`src/rtl/mod_acc_arbiter_pkg.sv`:
```
// Shared types and the round-robin pick function for the modular-accumulator arbiter.
package mod_acc_arb_pkg;

  typedef enum logic [1:0] {
    IDLE   = 2'd0,
    CLEAR  = 2'd1,
    ACCUM  = 2'd2,
    RESULT = 2'd3
  } arb_state_e;

  localparam int unsigned ARB_MAX_REQ = 32;
  localparam int unsigned ARB_ID_W    = $clog2(ARB_MAX_REQ);

  typedef struct packed {
    logic                found;
    logic [ARB_ID_W-1:0] idx;
  } rr_pick_t;

  // First set bit of req[n-1:0] at or above ptr, wrapping back to 0.
  function automatic rr_pick_t rr_pick(input logic [ARB_MAX_REQ-1:0] req,
                                       input int unsigned ptr,
                                       input int unsigned n);
    rr_pick_t    res;
    int unsigned k;
    res = '0;
    for (int unsigned i = 0; i < ARB_MAX_REQ; i++) begin
      if (i < n && !res.found) begin
        k = ptr + i;
        if (k >= n) k = k - n;
        if (req[k]) begin
          res.found = 1'b1;
          res.idx   = ARB_ID_W'(k);
        end
      end
    end
    return res;
  endfunction

endpackage

```
`src/rtl/mod_acc_arbiter_if.sv`:
```
// Requester/result bundle between operand producers and the accumulator arbiter.
interface mod_acc_arbiter_if #(
  parameter int unsigned BITWIDTH = 32,
  parameter int unsigned NUM_REQ  = 4,
  parameter int unsigned LEN_W    = 8
);
  logic [NUM_REQ-1:0]          iReq;
  logic [NUM_REQ*LEN_W-1:0]    iLen;
  logic [BITWIDTH-1:0]         iQ;
  logic [NUM_REQ-1:0]          iValid;
  logic [NUM_REQ*BITWIDTH-1:0] iData;
  logic [NUM_REQ-1:0]          oReady;
  logic [NUM_REQ-1:0]          oGrant;
  logic                        oValid;
  logic                        iResReady;
  logic [BITWIDTH-1:0]         oData;
  logic [$clog2(NUM_REQ)-1:0]  oId;

  modport slave (
    input  iReq, iLen, iQ, iValid, iData, iResReady,
    output oReady, oGrant, oValid, oData, oId
  );

  modport master (
    output iReq, iLen, iQ, iValid, iData, iResReady,
    input  oReady, oGrant, oValid, oData, oId
  );
endinterface

```
`src/rtl/mod_acc_arbiter_accum.sv`:
```
// Modular accumulator: acc <= (acc + d) mod Q, assuming acc, d < Q.
module mod_accumulator #(
  parameter int unsigned BITWIDTH = 32
) (
  input  logic                iClk,
  input  logic                iRstN,
  input  logic                iEn,
  input  logic                iClr,
  input  logic [BITWIDTH-1:0] iData,
  input  logic [BITWIDTH-1:0] iQ,
  output logic [BITWIDTH-1:0] oData
);
  logic [BITWIDTH-1:0] acc_q, acc_d;
  logic [BITWIDTH:0]   sum;

  always_comb begin
    sum   = {1'b0, acc_q} + {1'b0, iData};
    acc_d = acc_q;
    if (iClr) begin
      acc_d = '0;
    end else if (iEn) begin
      // Both terms are below Q, so one conditional subtract completes the reduction.
      acc_d = (sum >= {1'b0, iQ}) ? BITWIDTH'(sum - {1'b0, iQ}) : sum[BITWIDTH-1:0];
    end
  end

  always_ff @(posedge iClk or negedge iRstN) begin
    if (!iRstN) acc_q <= '0;
    else        acc_q <= acc_d;
  end

  assign oData = acc_q;
endmodule

```
`src/rtl/mod_acc_arbiter.sv`:
```
// Round-robin arbiter sharing one modular accumulator among NUM_REQ burst requesters.
module mod_acc_arbiter #(
  parameter int unsigned BITWIDTH = 32,
  parameter int unsigned NUM_REQ  = 4,
  parameter int unsigned LEN_W    = 8
) (
  input logic              iClk,
  input logic              iRstN,
  mod_acc_arbiter_if.slave bus
);
  import mod_acc_arb_pkg::*;

  localparam int unsigned ID_W = $clog2(NUM_REQ);

  arb_state_e          state_q;
  logic [ID_W-1:0]     ptr_q, id_q;
  logic [LEN_W-1:0]    len_q, cnt_q;
  logic [BITWIDTH-1:0] q_q;
  logic [NUM_REQ-1:0]  grant_q, ready_q;
  logic                valid_q;

  rr_pick_t            pick;
  logic [ID_W-1:0]     gnt_idx;
  logic [LEN_W-1:0]    len_sel;
  logic [NUM_REQ-1:0]  gnt_onehot;
  logic [BITWIDTH-1:0] op_data, acc_data;
  logic                beat, clr;

  always_comb begin
    pick       = rr_pick(ARB_MAX_REQ'(bus.iReq), int'(ptr_q), NUM_REQ);
    gnt_idx    = ID_W'(pick.idx);
    len_sel    = bus.iLen[gnt_idx*LEN_W +: LEN_W];
    gnt_onehot = NUM_REQ'(1) << gnt_idx;
    op_data    = bus.iData[id_q*BITWIDTH +: BITWIDTH];
    beat       = ready_q[id_q] & bus.iValid[id_q];
    clr        = (state_q == CLEAR);
  end

  always_ff @(posedge iClk or negedge iRstN) begin
    if (!iRstN) begin
      state_q <= IDLE;
      ptr_q   <= '0;
      id_q    <= '0;
      len_q   <= '0;
      cnt_q   <= '0;
      q_q     <= '0;
      grant_q <= '0;
      ready_q <= '0;
      valid_q <= 1'b0;
    end else begin
      unique case (state_q)
        IDLE: begin
          if (pick.found) begin
            id_q    <= gnt_idx;
            len_q   <= len_sel;
            q_q     <= bus.iQ;
            cnt_q   <= '0;
            grant_q <= gnt_onehot;
            ptr_q   <= (gnt_idx == ID_W'(NUM_REQ - 1)) ? '0 : gnt_idx + 1'b1;
            state_q <= CLEAR;
          end
        end
        CLEAR: begin
          if (len_q != '0) begin
            ready_q <= grant_q;
            state_q <= ACCUM;
          end else begin
            valid_q <= 1'b1;
            state_q <= RESULT;
          end
        end
        ACCUM: begin
          if (beat) begin
            cnt_q <= cnt_q + 1'b1;
            // Ready drops on the last beat edge so the sum is final when valid rises.
            if (cnt_q == len_q - 1'b1) begin
              ready_q <= '0;
              valid_q <= 1'b1;
              state_q <= RESULT;
            end
          end
        end
        RESULT: begin
          if (bus.iResReady) begin
            valid_q <= 1'b0;
            grant_q <= '0;
            state_q <= IDLE;
          end
        end
        default: state_q <= IDLE;
      endcase
    end
  end

  mod_accumulator #(.BITWIDTH(BITWIDTH)) u_acc (
    .iClk  (iClk),
    .iRstN (iRstN),
    .iEn   (beat),
    .iClr  (clr),
    .iData (op_data),
    .iQ    (q_q),
    .oData (acc_data)
  );

  assign bus.oGrant = grant_q;
  assign bus.oReady = ready_q;
  assign bus.oValid = valid_q;
  assign bus.oData  = acc_data;
  assign bus.oId    = id_q;
endmodule

```
`src/flat_wrapper.sv`:
```
// flat-port wrapper written by rule: the top's interface ports become plain ports
module mod_acc_arbiter_flat import mod_acc_arb_pkg::*;
#(
  parameter int unsigned BITWIDTH = 32,
  parameter int unsigned NUM_REQ  = 4,
  parameter int unsigned LEN_W    = 8
)
  (iClk, iRstN, bus_iReq, bus_iLen, bus_iQ, bus_iValid, bus_iData, bus_iResReady, bus_oReady, bus_oGrant, bus_oValid, bus_oData, bus_oId);
  mod_acc_arbiter_if #(.BITWIDTH(BITWIDTH), .NUM_REQ(NUM_REQ), .LEN_W(LEN_W)) bus_i ();
  input logic iClk;
  input logic iRstN;
  input wire logic [$bits(bus_i.iReq)-1:0] bus_iReq;
  input wire logic [$bits(bus_i.iLen)-1:0] bus_iLen;
  input wire logic [$bits(bus_i.iQ)-1:0] bus_iQ;
  input wire logic [$bits(bus_i.iValid)-1:0] bus_iValid;
  input wire logic [$bits(bus_i.iData)-1:0] bus_iData;
  input wire logic [$bits(bus_i.iResReady)-1:0] bus_iResReady;
  output wire logic [$bits(bus_i.oReady)-1:0] bus_oReady;
  output wire logic [$bits(bus_i.oGrant)-1:0] bus_oGrant;
  output wire logic [$bits(bus_i.oValid)-1:0] bus_oValid;
  output wire logic [$bits(bus_i.oData)-1:0] bus_oData;
  output wire logic [$bits(bus_i.oId)-1:0] bus_oId;
  assign bus_i.iReq = bus_iReq;
  assign bus_i.iLen = bus_iLen;
  assign bus_i.iQ = bus_iQ;
  assign bus_i.iValid = bus_iValid;
  assign bus_i.iData = bus_iData;
  assign bus_i.iResReady = bus_iResReady;
  assign bus_oReady = bus_i.oReady;
  assign bus_oGrant = bus_i.oGrant;
  assign bus_oValid = bus_i.oValid;
  assign bus_oData = bus_i.oData;
  assign bus_oId = bus_i.oId;
  mod_acc_arbiter #(.BITWIDTH(BITWIDTH), .NUM_REQ(NUM_REQ), .LEN_W(LEN_W)) u_core (.iClk(iClk), .iRstN(iRstN), .bus(bus_i));
endmodule
```
`config.mk`:
```
export PLATFORM = sky130hd
export DESIGN_NAME = mod_acc_arbiter_flat
export DESIGN_NICKNAME = d
export VERILOG_FILES = /design/src/rtl/mod_acc_arbiter_pkg.sv /design/src/rtl/mod_acc_arbiter_if.sv /design/src/rtl/mod_acc_arbiter_accum.sv /design/src/rtl/mod_acc_arbiter.sv /design/src/flat_wrapper.sv
export SDC_FILE = /design/constraint.sdc
export NUM_CORES = 1
export LEC_CHECK = 0
export CAP_MARGIN = 20
export CORE_ASPECT_RATIO = 0.7
export CORE_MARGIN = 5
export CORE_UTILIZATION = 51
export DETAILED_ROUTE_END_ITERATION = 10
export PLACE_DENSITY = 0.88
export SKIP_CTS_REPAIR_TIMING = 1
export SKIP_LAST_GASP = 1
export SYNTH_ARGS = -nofsm -noshare
export SYNTH_HDL_FRONTEND = slang
export SYNTH_HIERARCHICAL = 1
export SYNTH_SLANG_ARGS = --single-unit
```
`constraint.sdc`:
```
create_clock -name iClk -period 6.6 [get_ports iClk]
set_clock_uncertainty 0.2 [all_clocks]
set_input_delay 1.32 -clock iClk [delete_from_list [all_inputs] [get_ports iClk]]
set_output_delay 1.32 -clock iClk [all_outputs]
set_load 0.05 [all_outputs]
```
==> qor.yml, run 1 <==
timing:
  rsz0062_at_grt: "no"
  fmax_mhz: 156.4
  setup_slack_ns: 0.2066
  period_minus_slack_ns: 6.393
  drv_slew: 0
  finalSetupViolations: 0
  slew_headroom_pct: 40.45
  hold_violations: 0
  tightestPinTransition_ns: 0.8932
  finalCritPeriodShare_pct: 96.87
finish:
  fin_util_pct: 68.26
  final_cells: 1606
  syn2layout_area_growth_pct: 30.61
  antenna_cells: 0
  drive_gt1_share_pct: 12.59
  nets: 1621
  fill_cells: 1508
yosys:
  synth_area_mm2: 0.009970
  syn_area_per_cell_um2: 9.055
  synthCells: 1101
  synth_edf_count: 0
  ys_seq_area_share_pct: 23.85
  synth.net_count: 1385
  synth_top_area_share_pct: 23.85
  yosys-top-cells-count: "nor2_1 (100), dfrtp_1 (95), ha_1 (79), nand2_1 (69), inv_1 (64)"
  yosys_register_bits: 95
  ys_top_cells_by_area: "dfrtp_1 (24%), ha_1 (9.9%), mux4_2 (7.5%)"
  synth-warning-count: 6
  ys.flop_type: "dfrtp_1"
  synth-async-reset-ratio_pct: 100.0
  yosysMostFrequentCell: "nor2_1"
  yosysTopAreaCell: "dfrtp_1"
  synth.distinct_cells: 90
hold_path:
  hold_path_depth: 1
  holdCritPathClass: "reg2reg"
  min-delay-start: "u_core/q_q[28]"
  whs_endpoint: "u_core/q_q[28]"
routing:
  wirelength_um: 32390
  post_drt_wl_per_cell_um: 20.17
  dr.pass1.iters: 6
  dr.first_iter.drc_count: 930
  via_per_inst: 6.173
  ant_nets: 0
  dr_total_vias: 9914
  drc: 0
worst_setup_path:
  path_cells: "clkdlybuf4s50_1 -> mux4_2 -> ha_1 -> inv_1 -> fa_1 -> nor2b_1 -> o31a_1 -> o21ai_2 -> o21bai_1 -> a21oi_2 -> o21ai_0 -> xnor2_1 -> ha_2 -> a21oi_1 -> o21ai_2 -> o41ai_4 -> buf_4 -> o21ai_0 -> a211oi_1 -> xnor2_1 -> mux2i_1 -> a211oi_1"
  critPathMaxStageDelay_ns: 0.51
  cp-end-kind: "flop"
  critPathMaxFanout: 6
  cp_slowest_cell: "mux4_2"
  cp-start-kind: "input pin"
  r2r-end: "u_core/u_acc/oData[21]"
  path_class: "in2reg"
  required_ns: 6.67
  r2r-start: "u_core/bus.oId[0]"
  r2r_slack_ns: 0.78
  crit_arrival_ns: 6.46
  worstRegToRegCells: 22
global_route:
  use_met3_pct: 8.240
  gr-max-usage-layer: "met2"
  grt_first_pass_wirelength_um: 50640
  grt_pass1_vias: 9701
  antenna_found_initial: 0
  grt_max_degree: 50
  use_met1_pct: 40.03
  met2_usage_pct: 42.84
  grt_use_total_pct: 28.01
  overflow: 0
placed_design:
  io_buffers: 245
  dp_slack_ns: -0.2865
  placed_cells: 1590
  place.gp.congestion: 0.9726
  hpwl_um: 25370
floorplanning:
  initial_core_util_pct: 52.26
  dieWidth_um: 177.1
  die_area_mm2: 0.02249
  die_h_um: 127.0
  io_pins: 246
  num_rows: 42
  coreArea_mm2: 0.01908
clock_network:
  ctsRootBufferMaster: "clkbuf_16"
  clock-sinks: 95
  clock_path_buffers: 2
  htreeDepth: 3
  cts_buffers: 9
  cts_tree: "yes"
  clk_pin_slew_ns: 0.08
  clk_latency_ns: 0.37
run:
  drv_cap: 0
run_status:
  status: "finished clean"
## final cells by class
type                    count  area [µm²]  area share, %
clock buffers               9       225.2          1.730
clock inverters             7       75.07         0.5765
inverters                  65       244.0          1.874
multi-input cells         888        7044          54.10
flip-flops and latches     95        2380          18.28
well taps                 264       330.3          2.537
repair buffers            278        2723          20.91
## sequential cells by signal (all words and copies together) (netlist names), 2 cells and up
signal	count
u_core/bus.oReady	4
u_core/bus.oGrant	4
u_core/cnt_q	8
u_core/len_q	8
u_core/ptr_q	2
u_core/q_q	32
u_core/bus.oId	2
u_core/u_acc/oData	32
u_core/state_q	2
## metrics by stage
step                hold slack (ns)  instance area, µm²  setup TNS (ns)
CTS                          0.3007               12980               0
global route                 0.3078               13020               0
global placement             0.2750               12680          -3.492
detailed placement           0.2839               12680          -6.926
finish                       0.2974               13020               0
floorplan                    0.2642                9970               0
## critical path: cells and delay by family
family | cells | cell delay (ns)
AO/OA/AOI/OAI | 11 | 2.45
AND/OR/NAND/NOR | 1 | 0.07
buffers and inverters | 3 | 0.69
multiplexers | 2 | 0.62
adder cells (fa/ha/maj) | 3 | 0.85
XOR/XNOR | 2 | 0.46
## how the worst max path moves through the flow
stage / endpoint / start / cells after the start / slack (ns)
4_1_cts: u_core/u_acc/oData[3] / bus_iData[96] / 23 / 0.09
6_report: u_core/u_acc/oData[21] / bus_iData[64] / 22 / 0.21
2_1_floorplan: u_core/u_acc/oData[0] / bus_iData[96] / 22 / 0.71
3_3_place_gp: u_core/u_acc/oData[31] / bus_iData[96] / 23 / -0.19
3_5_place_dp: u_core/u_acc/oData[3] / bus_iData[96] / 23 / -0.29
5_1_grt: u_core/u_acc/oData[26] / bus_iData[64] / 24 / 0.01
## routing by layer
layer	routed length [µm]	vias to the layer above
met1	14390	4762
met2	14100	498
met3	3452	45
li1	-	4609
met4	450	0
met5	0	-
## cell families after synthesis
kind of cell,synth area share (%)
mux,15.44
xor+xnor,5.359
fa+ha+maj,10.32
compound gates,23.37
flops,23.85
simple gates,15.75
buf+inv,5.924
## cell usage in the layout (no fill, tap or decap), types with 9 or more instances in the layout
| cell | synthesis | layout |
|---|---|---|
| mux4_2 | 33 | 33 |
| o221ai_1 | 9 | 9 |
| inv_1 | 64 | 64 |
| nor3_1 | 15 | 15 |
| a211oi_1 | 44 | 44 |
| nor2b_1 | 13 | 12 |
| and3_1 | 12 | 12 |
| nor2_1 | 100 | 100 |
| mux2_1 | 9 | 9 |
| xnor2_1 | 39 | 39 |
| a211o_1 | 9 | 9 |
| clkbuf_16 | 0 | 9 |
| nand4_1 | 24 | 24 |
| buf_4 | 10 | 32 |
| a21oi_1 | 59 | 57 |
| nand2_1 | 69 | 69 |
| a21o_1 | 28 | 28 |
| o21ai_1 | 12 | 12 |
| mux2_2 | 27 | 27 |
| o21ai_0 | 50 | 49 |
| clkdlybuf4s50_1 | 0 | 244 |
| dfrtp_1 | 95 | 93 |
| nand3_1 | 22 | 22 |
| nand2b_1 | 13 | 13 |
| ha_1 | 79 | 78 |
| mux2i_1 | 36 | 36 |
| xor2_1 | 22 | 22 |
| o211ai_2 | 11 | 11 |
| o22ai_1 | 9 | 9 |
Power of run 1 is not shown: default switching activity piles up to over one toggle a cycle in this logic, so the estimate is an artifact.
==> run 2: changes to the inputs <==
Settings changed: ABC_AREA set to 1, CORE_UTILIZATION 51 to 52, PLACE_DENSITY 0.88 to 0.89.
==> run 2 against run 1 <==
Effect of this change: count of clock-buffer cells in the layout rose by 1; utilization decreased by 0.40 points; routed wire length rose by 17%; register-to-register slack barely moved; critical path depth is 9 higher; maximum frequency increased by 5.4%; first-iteration DRC count up 37%; worst hold slack worse by 0.018 ns; synthesized cell count is 58% higher; sequential cell count stayed put; die area is 3.8% higher; area after synthesis increased by 6.1%; critical path type unchanged; largest cell class unchanged; highest routed layer unchanged.
==> qor.yml, run 2 <==
placed_design:
  hpwl_um: 30920
  place.gp.congestion: 1.047
  io_buffers: 245
yosys:
  synth-async-reset-ratio_pct: 100.0
  ys.flop_type: "dfrtp_1"
  synth_top_area_share_pct: 22.47
  synthCells: 1742
  syn_area_per_cell_um2: 6.072
  synth-xor-area-share_pct: 4.187
  synth_top_family_by_area: "simple AND/OR/NAND/NOR gates"
  synth_compound_area_share_pct: 13.43
  synth.net_count: 2026
  synth_edf_count: 0
  synth.distinct_cells: 45
  synth_area_mm2: 0.01058
  ys_top_cells_by_area: "dfrtp_1 (22%), nand2_1 (20%), ha_1 (9.3%)"
  synth_mux_area_share_pct: 0
  yosys-top-cells-count: "nand2_1 (574), inv_1 (224), nand3_1 (170), nor2_1 (159), o21ai_0 (111)"
  synth-warning-count: 6
  yosysTopAreaCell: "dfrtp_1"
  yosys_register_bits: 95
  synth_simple_gate_area_share_pct: 39.51
  synthAdderAreaFrac_pct: 9.723
  ys_seq_area_share_pct: 22.47
  yosysMostFrequentCell: "nand2_1"
timing:
  finalCritPeriodShare_pct: 91.94
  finalSetupViolations: 0
  fin_setup_tns_ns: 0
  fmax_mhz: 164.8
  period_minus_slack_ns: 6.068
  drv_slew: 0
  slew_headroom_pct: 40.57
  hold_violations: 0
  tightestPinTransition_ns: 0.8905
  rsz0062_at_grt: "no"
clock_network:
  htreeDepth: 3
  cts_tree: "yes"
  clock-sinks: 95
  ctsRootBufferMaster: "clkbuf_16"
  cts_buffers: 9
  clk_pin_slew_ns: 0.07
  clock_path_buffers: 2
  clk_latency_ns: 0.36
finish:
  final_cell_mix: "nand2_1 (574), clkdlybuf4s50_1 (244), inv_1 (224)"
  fill_cells: 1806
  regArea_mm2: 0.002379
  nets: 2239
  antenna_cells: 0
  final_common_cell: "nand2_1"
  multiInputGateArea_mm2: 0.007076
  syn2layout_area_growth_pct: 27.70
  drive_gt1_share_pct: 3.673
routing:
  wl_met1_um: 17010
  dr.pass1.iters: 5
  wirelength_um: 37860
  dr_wl_met3_um: 4384
  dr.first_iter.drc_count: 1277
  via_per_inst: 5.514
  maxUsedRoutingLayer: "met4"
  dr_total_vias: 12300
  met2_length_um: 15660
  ant_nets: 0
  post_drt_wl_per_cell_um: 16.98
  drc: 0
worst_setup_path:
  cp-start-kind: "input pin"
  cp_slowest_cell: "clkdlybuf4s50_1"
  critPathMaxFanout: 33
  required_ns: 6.70
  critPathMaxStageDelay_ns: 0.45
  path_delay_family: "simple AND/OR/NAND/NOR gates"
  cpMostUsedCell: "nand2_1"
  critical_path_buf_inv_count: 4
  cp-end-kind: "flop"
  crit_arrival_ns: 6.16
  path_class: "in2reg"
global_route:
  grt_max_degree: 69
  grt_first_pass_wirelength_um: 59140
  overflow: 0
  antenna_found_initial: 0
  grt_pass1_vias: 11240
  grt_use_total_pct: 31.52
floorplanning:
  die_h_um: 129.3
  io_pins: 246
  initial_core_util_pct: 53.14
  coreArea_mm2: 0.01991
  num_rows: 43
  die_area_mm2: 0.02334
  dieWidth_um: 180.5
run_status:
  status: "finished clean"
run:
  drv_cap: 0
hold_path:
  holdCritPathClass: "reg2reg"
-- run 2: cell types whose count changed in the layout (fill, tap and decap cells not counted), moves of 43 or more --
cell / delta
a211oi_1: -43
nor2_1: +57
inv_1: +160
nand3_1: +148
o21ai_0: +62
nand2_1: +505
-- run 2: cells by family (layout without fill, tap and decap cells) --
group,count (synthesis),in the layout
fa+ha+maj,81,81
compound gates,253,253
flops,95,95
xor+xnor,49,49
simple gates,983,983
buf+inv,281,499
-- run 2: per-layer routing --
metal  global-route usage [%]  up-vias
li1                         -     6034
met1                    47.24     5584
met2                    46.54      630
met3                    7.099       48
met4                    6.933        0
met5                        0        -
-- run 2: cell type report --
class / instances / share of cell area, %
sequential: 95 / 17.61
clock inverter: 6 / 0.6947
inverter: 230 / 6.428
multi-input combinational: 1366 / 52.38
timing repair buffer: 253 / 18.69
clock buffer: 10 / 1.695
tap: 270 / 2.501
-- run 2: worst paths after layout --
path                                         end  cells after the start         startpoint  slack [ns]
setup / recovery           u_core/u_acc/oData[4]                     31      bus_iData[32]        0.53
hold / removal                    u_core/q_q[15]                      2     u_core/q_q[15]        0.28
setup reg to reg           u_core/u_acc/oData[4]                     31  u_core/bus.oId[1]        0.77
hold reg to reg                   u_core/q_q[15]                      2     u_core/q_q[15]        0.28
max in group asynchronous      u_core/bus.oId[0]                      2              iRstN        4.29
min in group asynchronous        u_core/ptr_q[1]                      1              iRstN        0.70
-- run 2: tightest hold or removal path, cell delays in order (launching register included) --
cell and delay [ns]:
dfrtp_1 0.34, nand2_1 0.06, nand2_1 0.05
-- run 2: stage by stage --
step           instances  utilization [%]  area [µm²]  hold WS [ns]  setup WS, ns
6_report            2230            67.86       13510        0.2795        0.5321
5_1_grt             2230            67.86       13510        0.3073        0.1594
4_1_cts             2230            67.86       13510        0.2831        0.6679
3_5_place_dp        2214            66.24       13190        0.2658        0.3480
3_3_place_gp        2212            66.08       13160        0.2620        0.4116
2_1_floorplan       1742                -       10580        0.2488         1.733
Power of run 2 is left out for the same reason.
==> run 3: changes to the inputs <==
Settings changed: CORE_UTILIZATION 52 to 53, SYNTH_HIERARCHICAL 1 to not set.
==> run 3 against run 2 <==
Effect of this change: worst hold slack better by 0.0029 ns; highest routed layer unchanged; via count increased by 6.7%; critical path type unchanged; global-route usage barely moved; area after synthesis grew 6.6%; register-to-register slack lost 0.07 ns.
==> qor.yml, run 3 <==
worst_setup_path:
  required_ns: 6.70
  cp-end-kind: "flop"
  critPathMaxStageDelay_ns: 0.45
  path_class: "in2reg"
  critPathCapture: "u_core.u_acc.oData[3]"
  r2r-start: "u_core.bus.oId[0]"
  worstRegToRegCells: 29
  critPathMaxFanout: 34
  r2r_slack_ns: 0.70
  r2r-end: "u_core.u_acc.oData[3]"
  cp_slowest_cell: "clkdlybuf4s50_1"
  cpMostUsedCell: "nand2_1"
  crit_path_start: "bus_iData[64]"
  cp-start-kind: "input pin"
  crit_arrival_ns: 6.26
finish:
  syn2layout_area_growth_pct: 25.82
  antenna_cells: 0
  final_common_cell: "nand2_1"
  final_area_mm2: 0.01419
  drive_gt1_share_pct: 4.310
  fill_cells: 1863
  nets: 2436
  final_cell_mix: "nand2_1 (692), inv_1 (330), clkdlybuf4s50_1 (244)"
routing:
  wirelength_um: 39580
  post_drt_wl_per_cell_um: 16.26
  dr.pass1.iters: 5
  dr.first_iter.drc_count: 1485
  drc: 0
  ant_nets: 0
  dr_total_vias: 13120
  via_per_inst: 5.389
yosys:
  ys.flop_type: "dfrtp_1"
  yosysMostFrequentCell: "nand2_1"
  synth_edf_count: 0
  synth_top_area_share_pct: 23.03
  synth_area_mm2: 0.01128
  synthCells: 1938
  syn_area_per_cell_um2: 5.820
  synth.net_count: 2221
  yosysTopAreaCell: "nand2_1"
  yosys-top-cells-count: "nand2_1 (692), inv_1 (331), nand3_1 (164), nor2_1 (154), o21ai_0 (105)"
  ys_top_cells_by_area: "nand2_1 (23%), dfrtp_1 (21%), inv_1 (11%)"
  ys_seq_area_share_pct: 21.08
  synth-async-reset-ratio_pct: 100.0
  synth.distinct_cells: 49
  synth-warning-count: 0
  yosys_register_bits: 95
clock_network:
  ctsRootBufferMaster: "clkbuf_16"
  clock-sinks: 95
  htreeDepth: 3
  cts_tree: "yes"
  clock_path_buffers: 2
  cts_buffers: 9
  clk_latency_ns: 0.37
  clk_pin_slew_ns: 0.08
timing:
  fmax_mhz: 162.4
  finalSetupViolations: 0
  finalCritPeriodShare_pct: 93.32
  drv_slew: 0
  period_minus_slack_ns: 6.159
  rsz0062_at_grt: "no"
  fin_setup_tns_ns: 0
  hold_violations: 0
  tightestPinTransition_ns: 0.9132
  slew_headroom_pct: 39.12
global_route:
  antenna_found_initial: 0
  use_met1_pct: 46.82
  use_met3_pct: 8.025
  grt_use_total_pct: 31.50
  grt_max_degree: 69
  grt_pass1_vias: 12260
  gr-max-usage-layer: "met1"
  met2_usage_pct: 46.59
  grt_first_pass_wirelength_um: 62560
  overflow: 0
floorplanning:
  die_area_mm2: 0.02434
  initial_core_util_pct: 54.20
  dieWidth_um: 184.4
  die_h_um: 132.1
  io_pins: 246
  coreArea_mm2: 0.02081
  num_rows: 44
placed_design:
  hpwl_um: 32750
  place.gp.congestion: 1.062
  io_buffers: 245
  dpl_cell_area_mm2: 0.01388
run_status:
  status: "finished clean"
run:
  drv_cap: 0
hold_path:
  holdCritPathClass: "reg2reg"
[run 3: cells by family (layout without fill, tap and decap cells)]
group / count (synthesis) / after routing / synth area share (%)
flops: 95 / 95 / 21.08
simple gates: 1125 / 1125 / 42.76
buf+inv: 390 / 610 / 13.78
fa+ha+maj: 80 / 80 / 9.008
compound gates: 206 / 206 / 9.996
xor+xnor: 42 / 42 / 3.384
[run 3: worst min-delay path by stage]
stage	startpoint	end	slack, ns	depth (start not counted)
2_1_floorplan	u_core.len_q[1]	u_core.len_q[1]	0.25	2
6_report	u_core.bus.oValid	u_core.bus.oValid	0.28	2
4_1_cts	u_core.bus.oValid	u_core.bus.oValid	0.29	2
3_3_place_gp	u_core.bus.oValid	u_core.bus.oValid	0.26	2
5_1_grt	u_core.bus.oValid	u_core.bus.oValid	0.33	2
3_5_place_dp	u_core.bus.oValid	u_core.bus.oValid	0.27	2
[run 3: stage by stage]
step                      cells  util [%]  hold WS (ns)  setup slack, ns
after floorplan            1938         -        0.2488            1.849
after global placement     2418     66.70        0.2572           0.3670
after detailed placement   2418     66.70        0.2667           0.2103
after CTS                  2434     68.19        0.2858           0.5601
after global routing       2434     68.19        0.3280          0.07756
final                      2434     68.19        0.2824           0.4412
[run 3: final cells by class]
class / instances / area (µm²) / share of cell area [%]
clock buffers: 9 / 225.2 / 1.587
clock inverters: 7 / 83.83 / 0.5908
inverters: 339 / 1280 / 9.020
multi-input cells: 1453 / 7352 / 51.81
flip-flops and latches: 95 / 2379 / 16.76
well taps: 276 / 345.3 / 2.434
repair buffers: 255 / 2525 / 17.79
[run 3: routing by layer]
metal | wire, µm | up-vias
li1 | - | 6483
met1 | 18000 | 5947
met2 | 16580 | 630
met3 | 4329 | 58
met4 | 671 | 0
met5 | 0 | -
[run 3: worst max-delay path: cells and delay by family]
family                     cells  cell delay (ns)
adders and majority gates      3             1.01
xor gates and xnor gates       1             0.24
buffers and inverters          6             0.86
and+or+nand+nor               16             2.21
AOI/OAI and AO/OA              3             0.59
Power of run 3 is left out for the same reason.
